**config.mk**
```make
export PLATFORM = sky130hd
export DESIGN_NAME = adder_share_arb
export DESIGN_NICKNAME = d
export VERILOG_FILES = /design/src/rtl/adder_share_pkg.sv /design/src/rtl/adder_share_arb_rr_pick_comb.sv /design/src/rtl/adder_share_arb.sv
export SDC_FILE = /design/constraint.sdc
export NUM_CORES = 1
export LEC_CHECK = 0
export CORE_MARGIN = 3
export CORE_UTILIZATION = 50
export CTS_CLUSTER_DIAMETER = 40
export CTS_CLUSTER_SIZE = 8
export DETAILED_ROUTE_END_ITERATION = 16
export DONT_BUFFER_PORTS = 1
export PLACE_DENSITY = 0.72
export SETUP_SLACK_MARGIN = 0.2
export SYNTH_ARGS = -nofsm -noshare
export SYNTH_HDL_FRONTEND = slang
export SYNTH_SLANG_ARGS = --single-unit
```
**constraint.sdc**
```tcl
create_clock -name clk -period 2 [get_ports clk]
set_input_delay 0.4 -clock clk [delete_from_list [all_inputs] [get_ports clk]]
set_output_delay 0.4 -clock clk [all_outputs]
set_load 0.02 [all_outputs]
```
**src/rtl/adder_share_pkg.sv**
```systemverilog
// Shared types and the rotating priority pick used by the adder-sharing arbiter.
// rr_pick works on the widest supported request vector; callers zero-extend.
package adder_share_pkg;

   localparam int MAX_NREQ = 8;
   localparam int MAX_IDW  = 3;

   typedef enum logic {
      IDLE = 1'b0,
      BUSY = 1'b1
   } state_t;

   typedef struct packed {
      logic               found;
      logic [MAX_IDW-1:0] idx;
   } pick_t;

   // Scans ptr, ptr+1, ... wrapping at nreq; the first asserted request wins.
   // Iterating from the far end lets the nearest hit overwrite earlier ones.
   function automatic pick_t rr_pick(input logic [MAX_NREQ-1:0] req,
                                     input logic [MAX_IDW-1:0]  ptr,
                                     input int                  nreq);
      pick_t p;
      int    j;
      p = '0;
      for (int k = MAX_NREQ - 1; k >= 0; k--) begin
         if (k < nreq) begin
            j = int'(ptr) + k;
            if (j >= nreq) j = j - nreq;
            if (req[j[2:0]]) begin
               p.found = 1'b1;
               p.idx   = j[2:0];
            end
         end
      end
      return p;
   endfunction

endpackage

```
**src/rtl/adder_share_arb_rr_pick_comb.sv**
```systemverilog
// Combinational round-robin picker: rotate from i_ptr and priority-encode.
// Usable by any arbiter with up to eight requesters.
module rr_pick_comb
   import adder_share_pkg::*;
#(
   parameter int NREQ = 4,
   parameter int IDW  = 2
) (
   input  logic [NREQ-1:0] i_req,
   input  logic [IDW-1:0]  i_ptr,
   output logic            o_found,
   output logic [IDW-1:0]  o_idx
);

   logic [MAX_NREQ-1:0] w_req;
   logic [MAX_IDW-1:0]  w_ptr;
   pick_t               w_pick;

   assign w_req   = MAX_NREQ'(i_req);
   assign w_ptr   = MAX_IDW'(i_ptr);
   assign w_pick  = rr_pick(w_req, w_ptr, NREQ);
   assign o_found = w_pick.found;
   assign o_idx   = IDW'(w_pick.idx);

endmodule

```
**src/rtl/adder_share_arb.sv**
```systemverilog
// Round-robin sequencer sharing one registered x+y adder among NREQ requesters;
// the single result register is tagged with the winner's index.
//
// Handshake: o/o_id are meaningful while o_valid=1 and stay frozen until an
// edge with o_ack=1 consumes them; o_ack with o_valid=0 has no effect.
// Requests are sampled only in IDLE, so a requester holds req and operands
// until it sees its one-cycle gnt pulse.
module adder_share_arb
   import adder_share_pkg::*;
#(
   parameter int NREQ  = 4,
   parameter int WIDTH = 1,
   parameter int IDW   = 2
) (
   input  logic              clk,
   input  logic              rst,
   input  logic [NREQ-1:0]   req,
   input  logic [NREQ*WIDTH-1:0] req_x,
   input  logic [NREQ*WIDTH-1:0] req_y,
   output logic [NREQ-1:0]   gnt,
   output logic [WIDTH-1:0]  o,
   output logic              o_valid,
   output logic [IDW-1:0]    o_id,
   input  logic              o_ack,
   output logic              o_dbg_busy
);

   state_t           r_state;
   logic [IDW-1:0]   r_ptr;
   logic [NREQ-1:0]  r_gnt;
   logic [WIDTH-1:0] r_o;
   logic             r_valid;
   logic [IDW-1:0]   r_id;

   logic             w_found;
   logic [IDW-1:0]   w_win;
   logic [WIDTH-1:0] w_sum;
   logic [NREQ-1:0]  w_onehot;
   logic [IDW-1:0]   w_ptr_nxt;

   rr_pick_comb #(
      .NREQ (NREQ),
      .IDW  (IDW)
   ) u_pick (
      .i_req   (req),
      .i_ptr   (r_ptr),
      .o_found (w_found),
      .o_idx   (w_win)
   );

   // Sum is WIDTH bits wide, so the carry out is dropped by construction.
   assign w_sum     = req_x[int'(w_win)*WIDTH +: WIDTH] + req_y[int'(w_win)*WIDTH +: WIDTH];
   assign w_onehot  = NREQ'(1) << w_win;
   assign w_ptr_nxt = (r_id == IDW'(NREQ - 1)) ? '0 : r_id + IDW'(1);

   always_ff @(posedge clk) begin
      if (rst) begin
         r_state <= IDLE;
         r_ptr   <= '0;
         r_gnt   <= '0;
         r_o     <= '0;
         r_valid <= 1'b0;
         r_id    <= '0;
      end else begin
         case (r_state)
            IDLE: begin
               r_gnt <= '0;
               if (w_found) begin
                  r_o     <= w_sum;
                  r_id    <= w_win;
                  r_valid <= 1'b1;
                  r_gnt   <= w_onehot;
                  r_state <= BUSY;
               end
            end
            BUSY: begin
               r_gnt <= '0;
               if (o_ack) begin
                  r_valid <= 1'b0;
                  r_ptr   <= w_ptr_nxt;
                  r_state <= IDLE;
               end
            end
            default: r_state <= IDLE;
         endcase
      end
   end

   assign gnt        = r_gnt;
   assign o          = r_o;
   assign o_valid    = r_valid;
   assign o_id       = r_id;
   assign o_dbg_busy = (r_state == BUSY);

endmodule

```
# [Word-level counts from Yosys, hierarchy flattened]
# Index checks and enable logic that the tools add are counted.
[op_classes] addsub=9 mul=0 div_mod_pow=0 magnitude_cmp=8 n_eq_ne=3 n_shift=3 n_mux=25 bitwise=1 reduce_logical=3
[ops] operator="32-bit by 4-bit greater-or-equal comparator with 1-bit output (second input constant)" count=3
[ops] operator="4-bit two-way mux" count=5
[ops] operator="3-bit by 4-bit < comparator with 1-bit output (second input constant)" count=4
[ops] operator="1-bit binary-select mux with 3-bit select" count=4
[ops] operator="3-bit two-way mux" count=4
[ops] operator="3-bit subtractor (second input constant)" count=3
[ops] operator="1-bit two-way mux" count=8
[ops] operator="4-bit case mux with 2 select lines" count=1
[ops] operator="4-bit by 3-bit indexed part select with 1-bit output" count=2
[ops] operator="2-bit by 2-bit adder with 3-bit output (second input constant)" count=2
[ops] operator="2-bit AND reduction" count=3
[ops] operator="1-bit case mux with 2 select lines" count=2
[ops] operator="1-bit by 2-bit << shifter with 4-bit output (first input constant)" count=1
[ops] operator="2-bit by 1-bit adder with 3-bit output (second input constant)" count=1
[ops] operator="2-bit by 3-bit greater-or-equal comparator with 1-bit output (second input constant)" count=1
[ops] operator="2-bit by 3-bit subtractor with 3-bit output (second input constant)" count=1
[ops] operator="2-bit by 1-bit adder with 2-bit output (second input constant)" count=1
[ops] operator="2-bit equality test (second input constant)" count=1
[ops] operator="2-bit two-way mux" count=1
[ops] operator="2-bit by 1-bit inequality test with 1-bit output (second input constant)" count=1
[ops] operator="2-bit inequality test (second input constant)" count=1
[ops] operator="1-bit adder" count=1
[ops] operator="1-bit inverter" count=1
[word_totals] reg_bits=11 latchBits=0 ramBits=0 romBits=0 inputBits=15 output_inout_bits=9 n_memories=0

# [Longest topological paths before layout]
# Gate-level depths: netlist of run 1.
[depth] word_depth=12 mapped_depth=7 mapped_depth_nobuf=6

# [By module]
# Synthesis of run 1 repeated with hierarchy kept, for this count alone.
[unflattened] cells_unflattened=78 area_unflattened_um2=698.2
[modules_own_cells] mod="adder_share_arb" instances=1 cells_per_inst=43 area_each_um2=437.9 seq_area_each_um2=220.2
[modules_own_cells] mod="rr_pick_comb" instances=1 cells_per_inst=35 area_each_um2=260.2 seq_area_each_um2=0.0

# [Worst setup path after synthesis of run 1]
# No wires, ideal clock.
[synth_timing] path_kind="reg-to-reg" from="register r_ptr[0]" to="register r_o (netlist: o)" setup_time_ps=75 arrival_ps=1758 required_ps=1925 slack_ps=167 path_stages_with_launch=8 path_buffers=1 synth_period_minus_slack_ps=1833 path_cell_list="dfxtp_1 ha_1 buf_4 or3b_1 and4_4 a211oi_2 o221ai_1 o22ai_1"
[synth_between] elab_chain_cells=11
[synth_rtl] item="from (decl)" line_no="adder_share_arb.sv:29" source="logic [IDW-1:0] r_ptr;"
[synth_rtl] item="from (signal assigned)" line_no="adder_share_arb.sv:80" source="r_ptr <= w_ptr_nxt;"
[synth_rtl] item="2-bit by 2-bit adder with 3-bit output" line_no="adder_share_pkg.sv:28" source="j = int'(ptr) + k;"
[synth_rtl] item="32-bit by 4-bit greater-or-equal comparator with 1-bit output or 3-bit subtractor (tied branches)" line_no="adder_share_pkg.sv:29" source="if (j >= nreq) j = j - nreq;"
[synth_rtl] item="3-bit two-way mux" line_no="adder_share_pkg.sv:29"
[synth_rtl] item="1-bit binary-select mux with 3-bit select" line_no="adder_share_pkg.sv:30" source="if (req[j[2:0]]) begin"
[synth_rtl] item="1-bit two-way mux (implied by the code)" line_no="adder_share_pkg.sv:30"
[synth_rtl] item="4-bit two-way mux (3 in series)" line_no="adder_share_pkg.sv:30"
[synth_rtl] item="4-bit two-way mux *" line_no="adder_share_pkg.sv:30"
[synth_rtl] item="4-bit by 3-bit indexed part select with 1-bit output" line_no="adder_share_arb.sv:52" source="assign w_sum = req_x[int'(w_win)*WIDTH +: WIDTH] + req_y[int'(w_win)*WIDTH +: WIDTH];"
[synth_rtl] item="1-bit adder" line_no="adder_share_arb.sv:52"
[synth_rtl] item="to (signal assigned)" line_no="adder_share_arb.sv:69" source="r_o <= w_sum;"
[synth_rtl] item="to (decl)" line_no="adder_share_arb.sv:31" source="logic [WIDTH-1:0] r_o;"
# Mark *: on every way between the ends. The rest lies on a longest branch, timed or not. The select of a mux whose other input is x is not followed.
# A chain may end at the register's enable or synchronous reset.

# [Worst setup path after layout of run 1]
[layout_timing] from="register r_ptr[1]" to="register r_o (netlist: o)"
# Same word-level chain as after synthesis.

==> results of run 1 <==
==> final cells by class <==
class | instances | area (µm²) | share of cell area (%)
Timing Repair Buffer | 3 | 22.52 | 2.941
Inverter | 1 | 3.754 | 0.4902
Sequential cell | 11 | 221.5 | 28.92
Clock buffer | 4 | 26.28 | 3.431
Tap cell | 14 | 17.52 | 2.288
Multi-Input combinational cell | 66 | 474.2 | 61.93
==> where the power goes <==
group	switching, µW	total, µW	internal [µW]
clock	72.2	149	77.2
combinational	65.1	125	60.2
sequential	26.2	262	236
==> logic make-up after synthesis <==
| kind of cell | Yosys count | synth area share, % |
|---|---|---|
| multiplexers | 2 | 3.096 |
| AND/OR/NAND/NOR | 36 | 28.42 |
| flip-flops | 11 | 32.06 |
| XOR/XNOR | 4 | 5.101 |
| buffers and inverters | 4 | 3.459 |
| AO/OA/AOI/OAI | 22 | 24.23 |
| adder cells (fa/ha/maj) | 2 | 3.642 |
==> worst max-delay path, cell delays in order, from the launching register on <==
cell                       delay, ns
sky130_fd_sc_hd__dfxtp_1        0.33
sky130_fd_sc_hd__ha_4           0.31
sky130_fd_sc_hd__or3b_1         0.35
sky130_fd_sc_hd__and4_4         0.22
sky130_fd_sc_hd__a211oi_4       0.18
sky130_fd_sc_hd__o221ai_1       0.14
sky130_fd_sc_hd__o22ai_1        0.15
==> layout by cell type (no fill, tap or decap), types with 2 or more instances in the layout <==
cell	netlist	layout
sky130_fd_sc_hd__nand3_1	2	2
sky130_fd_sc_hd__clkbuf_4	0	3
sky130_fd_sc_hd__xor2_1	2	2
sky130_fd_sc_hd__dfxtp_1	11	10
sky130_fd_sc_hd__nand2_1	6	6
sky130_fd_sc_hd__buf_4	2	3
sky130_fd_sc_hd__a21oi_1	4	4
sky130_fd_sc_hd__a211oi_1	2	2
sky130_fd_sc_hd__o21ai_0	3	3
sky130_fd_sc_hd__nor2_1	12	12
sky130_fd_sc_hd__xnor2_1	2	2
sky130_fd_sc_hd__nand2b_1	3	3
sky130_fd_sc_hd__o21bai_1	2	2
==> metal layers <==
metal,wire [µm],up-vias,global-route usage (%)
li1,-,303,-
met1,635,277,18.62
met2,631,20,23.05
met3,112,2,6.780
met4,11,0,7.831
met5,0,-,0
==> synthesized netlist by cell type (2+ instances only) <==
| cell | number |
|---|---|
| sky130_fd_sc_hd__nor2_1 | 12 |
| sky130_fd_sc_hd__dfxtp_1 | 11 |
| sky130_fd_sc_hd__nand2_1 | 6 |
| sky130_fd_sc_hd__a21oi_1 | 4 |
| sky130_fd_sc_hd__nand2b_1 | 3 |
| sky130_fd_sc_hd__o21ai_0 | 3 |
| sky130_fd_sc_hd__a211oi_1 | 2 |
| sky130_fd_sc_hd__buf_4 | 2 |
| sky130_fd_sc_hd__ha_1 | 2 |
| sky130_fd_sc_hd__nand3_1 | 2 |
| sky130_fd_sc_hd__o21bai_1 | 2 |
| sky130_fd_sc_hd__xnor2_1 | 2 |
| sky130_fd_sc_hd__xor2_1 | 2 |
==> per-stage QoR <==
stage	setup slack, ns	total power, µW
after floorplan	0.2207	363.7
after global placement	0.1711	377.6
after detailed placement	0.1517	380.0
after CTS	0.2218	531.2
after global routing	0.1716	563.1
final	0.2505	536.4
==> sequential cells by signal, summed over array words and instances (netlist names) <==
register	count
o_dbg_busy	1
o_valid	1
o_id	2
o	1
r_ptr	2
gnt	4
==> final timing paths <==
| path | to | slack (ns) | cells past startpoint | start |
|---|---|---|---|---|
| max reg2reg | o | 0.25 | 6 | r_ptr[1] |
| min | o_valid | 0.19 | 1 | rst |
| max | o | 0.25 | 6 | r_ptr[1] |
| min reg2reg | o_valid | 0.55 | 2 | o_valid |
==> timing repair <==
| action | CTS | global route |
|---|---|---|
| cloned | 0 | 0 |
| setup endpoints to repair | 2 | 2 |
| pin swaps | 0 | 0 |
| gates resized for setup | 2 | 2 |
==> load_flow_metrics.sql, run 1 <==
INSERT INTO impl_metrics (metric_group, metric, value, unit) VALUES
('floorplan', 'placeableCoreArea', '0.001201', 'mm²'),
('routing', 'antenna_violating_nets_left', '0', ''),
('clocking', 'tritoncts.num_buffers', '3', ''),
('sta', 'final-hold-violation-count', '0', ''),
('floorplan', 'ios', '24', ''),
('routing', 'drt_iter0_drc', '8', ''),
('final_layout', 'fin_area', '765.7', 'µm²'),
('synth', 'syn_avg_cell_area', '8.480', 'µm²'),
('floorplan', 'fp.dieW', '43.07', 'µm'),
('placed_design', 'hpwlAfterDp', '1.071', 'mm'),
('synth', 'postSynthRegisterBits', '11', ''),
('global_routing', 'grt_antenna_before_repair', '0', ''),
('floorplan', 'dieHeight', '43.07', 'µm'),
('sta', 'slew-limit-headroom', '70.93', '%'),
('sta', 'slew_viol_final', '0', ''),
('floorplan', 'std_cell_rows', '12', ''),
('placed_design', 'placement_cell_area', '708.2', 'µm²'),
('routing', 'detail_route.wl_per_cell', '14.05', 'µm'),
('synth', 'synthCells', '81', ''),
('synth', 'yosysSeqAreaShare', '32.06', '%'),
('final_layout', 'finalNonFillerCells', '99', ''),
('synth', 'yosys-top-cells-area', 'sky130_fd_sc_hd__dfxtp_1 (32%), sky130_fd_sc_hd__nor2_1 (6.6%), sky130_fd_sc_hd__ha_1 (3.6%), sky130_fd_sc_hd__nand2_1 (3.3%), sky130_fd_sc_hd__a21oi_1 (2.9%)', ''),
('final_layout', 'nNetsFinal', '103', ''),
('floorplan', 'initial_utilization', '57.19', '%'),
('clocking', 'clk_pin_slew', '0.07', 'ns'),
('routing', 'drtPass1Iterations', '3', ''),
('routing', 'route.final.wire_length', '1.391', 'mm'),
('sta', 'finalHoldWorstSlack', '0.1884', 'ns'),
('synth', 'synth_edf_count', '0', ''),
('placed_design', 'place.port_buffers', '0', ''),
('final_layout', 'antenna-diode-count', '0', ''),
('synth', 'post_synthesis_net_count', '98', ''),
('clocking', 'ctsHoldBuffers', '0', ''),
('clocking', 'clk_root_buffer_cell', 'sky130_fd_sc_hd__clkbuf_4', ''),
('final_layout', 'flow.area_growth_from_synthesis', '11.48', '%'),
('final_layout', 'fillerInstances', '114', ''),
('critical_path', 'start_kind', 'register', ''),
('final_layout', 'postLayoutCoreUtil', '63.75', '%'),
('job', 'maxCapViolCount', '0', ''),
('global_routing', 'first_global_vias', '517', ''),
('global_routing', 'globalRouteTotalUtil', '15.46', '%'),
('critical_path', 'arrival', '1.94', 'ns'),
('sta', 'fin_worst_skew', '0.006504', 'ns'),
('power_and_ir_drop', 'power_density', '700.5', 'mW/mm²'),
('sta', 'rsz0062_at_grt', 'true', ''),
('clocking', 'clkLatencyLatePin', '0.27', 'ns'),
('synth', 'dominantRegCellSynth', 'sky130_fd_sc_hd__dfxtp_1', ''),
('synth', 'synth_top_area_share', '32.06', '%'),
('routing', 'vias', '602', ''),
('routing', 'drc', '0', ''),
('sta', 'setup-violations-final', '0', ''),
('critical_path', 'critical_path.endpoint_type', 'register', ''),
('critical_path', 'worst-path-max-fanout', '8', ''),
('clocking', 'clock_tree.htree_level_count', '1', ''),
('global_routing', 'grt_first_pass_wirelength', '2.125', 'mm'),
('floorplan', 'floorplan.die_area', '0.001855', 'mm²'),
('clocking', 'cts.path.max_buffers', '2', ''),
('clocking', 'number_of_setup_buffers_added_after_cts', '0', ''),
('power_and_ir_drop', 'leakage', '0.0002988', 'µW'),
('sta', 'fin_crit_sh', '87.48', '%'),
('sta', 'setup_total_negative_slack', '0', 'ns'),
('placed_design', 'gp_congestion', '0.7623', ''),
('min_path', 'holdCritPathClass', 'input port to register', ''),
('global_routing', 'pin_count_of_the_biggest_net_entering_global_routing', '10', ''),
('global_routing', 'grt_remaining_overflow', '0', ''),
('routing', 'vias_per_cell', '6.081', ''),
('run_status', 'outcome', 'complete, no violations', ''),
('clocking', 'count_of_clock_tree_sinks', '11', ''),
('clocking', 'cts_tree', 'yes', ''),
('critical_path', 'critical_path_required', '2.19', 'ns'),
('placed_design', 'numPlacedInstances', '95', ''),
('sta', 'peak_freq', '571.6', 'MHz'),
('power_and_ir_drop', 'vdd_drop_max', '0.4573', 'mV'),
('synth', 'ys_types', '41', ''),
('synth', 'syn_area', '686.9', 'µm²'),
('synth', 'yosys_warnings', '0', ''),
('sta', 'tightest_slew', '0.4315', 'ns'),
('critical_path', 'worstSetupPathType', 'register to register', ''),
('synth', 'synth.largest_area_cell', 'sky130_fd_sc_hd__dfxtp_1', ''),
('synth', 'synth_async_sr_flop_share', '0', '%'),
('final_layout', 'layout-drive-gt1-share', '18.82', '%'),
('sta', 'period_minus_slack', '1.750', 'ns');
(Power assumes the default switching activity.)
==> run 2: changes to the inputs <==
CORE_UTILIZATION = 43   (was 50)
DONT_BUFFER_PORTS = unset   (was 1)
PLACE_DENSITY = 0.84   (was 0.72)
==> run 2 against run 1 <==
Compared with the run above: sequential cell count unchanged; total power increased by 16%; sequential share of layout area decreased by 8.2 points; final cell count increased by 33%; design area increased by 41%; clock power about the same; core utilization increased by 13 points; largest power group unchanged.
==> load_flow_metrics.sql, run 2 (synthesis gave the netlist of run 1 again) <==
INSERT INTO impl_metrics (metric_group, metric, value, unit) VALUES
('sta', 'setup_total_negative_slack', '0', 'ns'),
('critical_path', 'r2r_slack', '0.27', 'ns'),
('global_routing', 'grt_antenna_before_repair', '0', ''),
('critical_path', 'arrival', '1.89', 'ns'),
('critical_path', 'max_stage_delay', '0.55', 'ns'),
('final_layout', 'largest_register_ff_count', '4', ''),
('global_routing', 'first_global_vias', '661', ''),
('clocking', 'clock_tree.htree_level_count', '1', ''),
('critical_path', 'worstSetupPathType', 'input port to register', ''),
('floorplan', 'floorplan.die_area', '0.002113', 'mm²'),
('power_and_ir_drop', 'power.share.combinational', '35.8', '%'),
('sta', 'slew-limit-headroom', '80.03', '%'),
('placed_design', 'dp_slack', '-0.09957', 'ns'),
('routing', 'detail_route.wl_per_cell', '12.36', 'µm'),
('power_and_ir_drop', 'leakage', '0.0004639', 'µW'),
('routing', 'drtPass1Iterations', '4', ''),
('critical_path', 'critical_path_required', '2.15', 'ns'),
('placed_design', 'numPlacedInstances', '128', ''),
('critical_path', 'start_kind', 'input port', ''),
('critical_path', 'worstReg2RegStart', 'r_ptr[0]', ''),
('final_layout', 'fillerInstances', '110', ''),
('sta', 'period_minus_slack', '1.744', 'ns'),
('routing', 'vias', '724', ''),
('floorplan', 'ios', '24', ''),
('global_routing', 'grt_first_pass_wirelength', '2.553', 'mm'),
('sta', 'final-hold-violation-count', '0', ''),
('sta', 'tightest_slew', '0.2996', 'ns'),
('final_layout', 'nNetsFinal', '135', ''),
('final_layout', 'finalNonFillerCells', '132', ''),
('routing', 'antenna_violating_nets_left', '0', ''),
('routing', 'drt_iter0_drc', '7', ''),
('clocking', 'tritoncts.num_buffers', '3', ''),
('power_and_ir_drop', 'clock_power_share', '24.3', '%'),
('final_layout', 'seqCellArea', '222.7', 'µm²'),
('global_routing', 'grt_remaining_overflow', '0', ''),
('global_routing', 'globalRouteTotalUtil', '16.52', '%'),
('floorplan', 'fp.dieW', '45.97', 'µm'),
('critical_path', 'cp_slowest_cell', 'sky130_fd_sc_hd__clkdlybuf4s50_1', ''),
('sta', 'setup-violations-final', '0', ''),
('floorplan', 'initial_utilization', '49.11', '%'),
('power_and_ir_drop', 'power_density', '576.0', 'mW/mm²'),
('critical_path', 'critical_path.endpoint_type', 'register', ''),
('final_layout', 'multiInputGateArea', '478.0', 'µm²'),
('clocking', 'clkLatencyLatePin', '0.27', 'ns'),
('clocking', 'ctsHoldBuffers', '0', ''),
('final_layout', 'antenna-diode-count', '0', ''),
('power_and_ir_drop', 'power.sequential.fraction', '39.9', '%'),
('floorplan', 'dieHeight', '45.97', 'µm'),
('clocking', 'cts_tree', 'yes', ''),
('power_and_ir_drop', 'net-switching-power', '187.7', 'µW'),
('sta', 'finalHoldWorstSlack', '0.4523', 'ns'),
('min_path', 'worst_hold_startpoint', 'o_valid', ''),
('power_and_ir_drop', 'swShare', '30.25', '%'),
('placed_design', 'gp_congestion', '0.7889', ''),
('routing', 'drc', '0', ''),
('min_path', 'worstHoldPathCells', '2', ''),
('min_path', 'holdPathEnd', 'o_valid', ''),
('clocking', 'cts.path.max_buffers', '2', ''),
('routing', 'route.final.wire_length', '1.631', 'mm'),
('clocking', 'number_of_setup_buffers_added_after_cts', '0', ''),
('clocking', 'clk_pin_slew', '0.07', 'ns'),
('critical_path', 'critical_path.reg2reg.endpoint', 'o', ''),
('sta', 'fin_worst_skew', '0.001270', 'ns'),
('critical_path', 'critical_path.cell_chain', 'clkdlybuf4s50_1, nor4_2, or2_1, and2_2, nor4_1, o22ai_1', ''),
('final_layout', 'layout.cells.most_common_list', 'sky130_fd_sc_hd__clkdlybuf4s50_1 (20), sky130_fd_sc_hd__nor2_1 (12), sky130_fd_sc_hd__buf_4 (12)', ''),
('critical_path', 'r2r.worst_path.cells', '6', ''),
('clocking', 'count_of_clock_tree_sinks', '11', ''),
('placed_design', 'hpwlAfterDp', '1.253', 'mm'),
('job', 'maxCapViolCount', '0', ''),
('min_path', 'holdCritPathClass', 'register to register', ''),
('final_layout', 'mostFrequentLayoutCell', 'sky130_fd_sc_hd__clkdlybuf4s50_1', ''),
('clocking', 'clk_root_buffer_cell', 'sky130_fd_sc_hd__clkbuf_4', ''),
('run_status', 'outcome', 'complete, no violations', ''),
('final_layout', 'flow.area_growth_from_synthesis', '56.83', '%'),
('sta', 'peak_freq', '573.3', 'MHz'),
('sta', 'fin_crit_sh', '87.22', '%'),
('sta', 'post-route-worst-setup-slack', '0.2556', 'ns'),
('final_layout', 'layout-drive-gt1-share', '23.08', '%'),
('power_and_ir_drop', 'cellInternalPower', '432.8', 'µW'),
('critical_path', 'worst-path-max-fanout', '5', ''),
('floorplan', 'std_cell_rows', '13', ''),
('routing', 'vias_per_cell', '5.485', ''),
('floorplan', 'placeableCoreArea', '0.001399', 'mm²'),
('power_and_ir_drop', 'vdd_drop_max', '0.3359', 'mV'),
('placed_design', 'place.port_buffers', '23', ''),
('sta', 'slew_viol_final', '0', ''),
('global_routing', 'pin_count_of_the_biggest_net_entering_global_routing', '10', ''),
('sta', 'rsz0062_at_grt', 'true', '');
[run 2: critical path, delay by kind of cell]
kind	cells	cell delay (ns)
AOI/OAI and AO/OA	1	0.12
buffers and inverters	1	0.55
and+or+nand+nor	4	0.83
[run 2: power by group through the flow]
stage | combinational [µW] | clock [µW] | sequential [µW]
5_1_grt | 239 | 169 | 249
3_5_place_dp | 209 | 0 | 251
4_1_cts | 218 | 153 | 247
3_3_place_gp | 205 | 0 | 251
6_report | 222 | 151 | 248
2_1_floorplan | 94.3 | 0 | 269
[run 2: repair_timing]
| action | CTS | global route |
|---|---|---|
| pin swaps | 0 | 2 |
| cloned | 0 | 0 |
| setup endpoints to repair | 5 | 6 |
| resized for setup | 4 | 6 |
[run 2: layout make-up]
cell class,count,area share (%)
repair buffers,35,30.43
clock buffers,4,2.439
multi-input cells,66,44.37
flip-flops and latches,11,20.67
well taps,15,1.742
inverters,1,0.3484
[run 2: per-stage QoR]
step                total power, µW  cell area, µm²  util [%]
floorplan                     363.7           688.2         -
global route                  658.1            1077     77.01
global placement              455.7            1007     72.00
detailed placement            460.4            1007     72.00
finish                        620.5            1077     77.01
CTS                           618.5            1061     75.85
[run 2: routing by layer]
metal / global-route usage (%) / share of wire, % / vias up / routed length [µm]
met5: 0 / 0 / - / 0
met3: 3.557 / 5.6 / 0 / 91
met2: 29.95 / 49 / 21 / 806
met4: 6.818 / 0 / 0 / 0
met1: 18.12 / 45 / 334 / 734
li1: - / - / 369 / -
[run 2: how the worst max path moves through the flow]
stage | start | to | slack [ns] | cells past startpoint
floorplan | r_ptr[1] | o_id[0] | 0.22 | 6
global route | req[3] | o | 0.17 | 7
detailed placement | req[1] | o | -0.1 | 6
global placement | req[1] | o | -0.07 | 6
CTS | req[2] | o | 0.22 | 7
finish | req[0] | o | 0.26 | 6
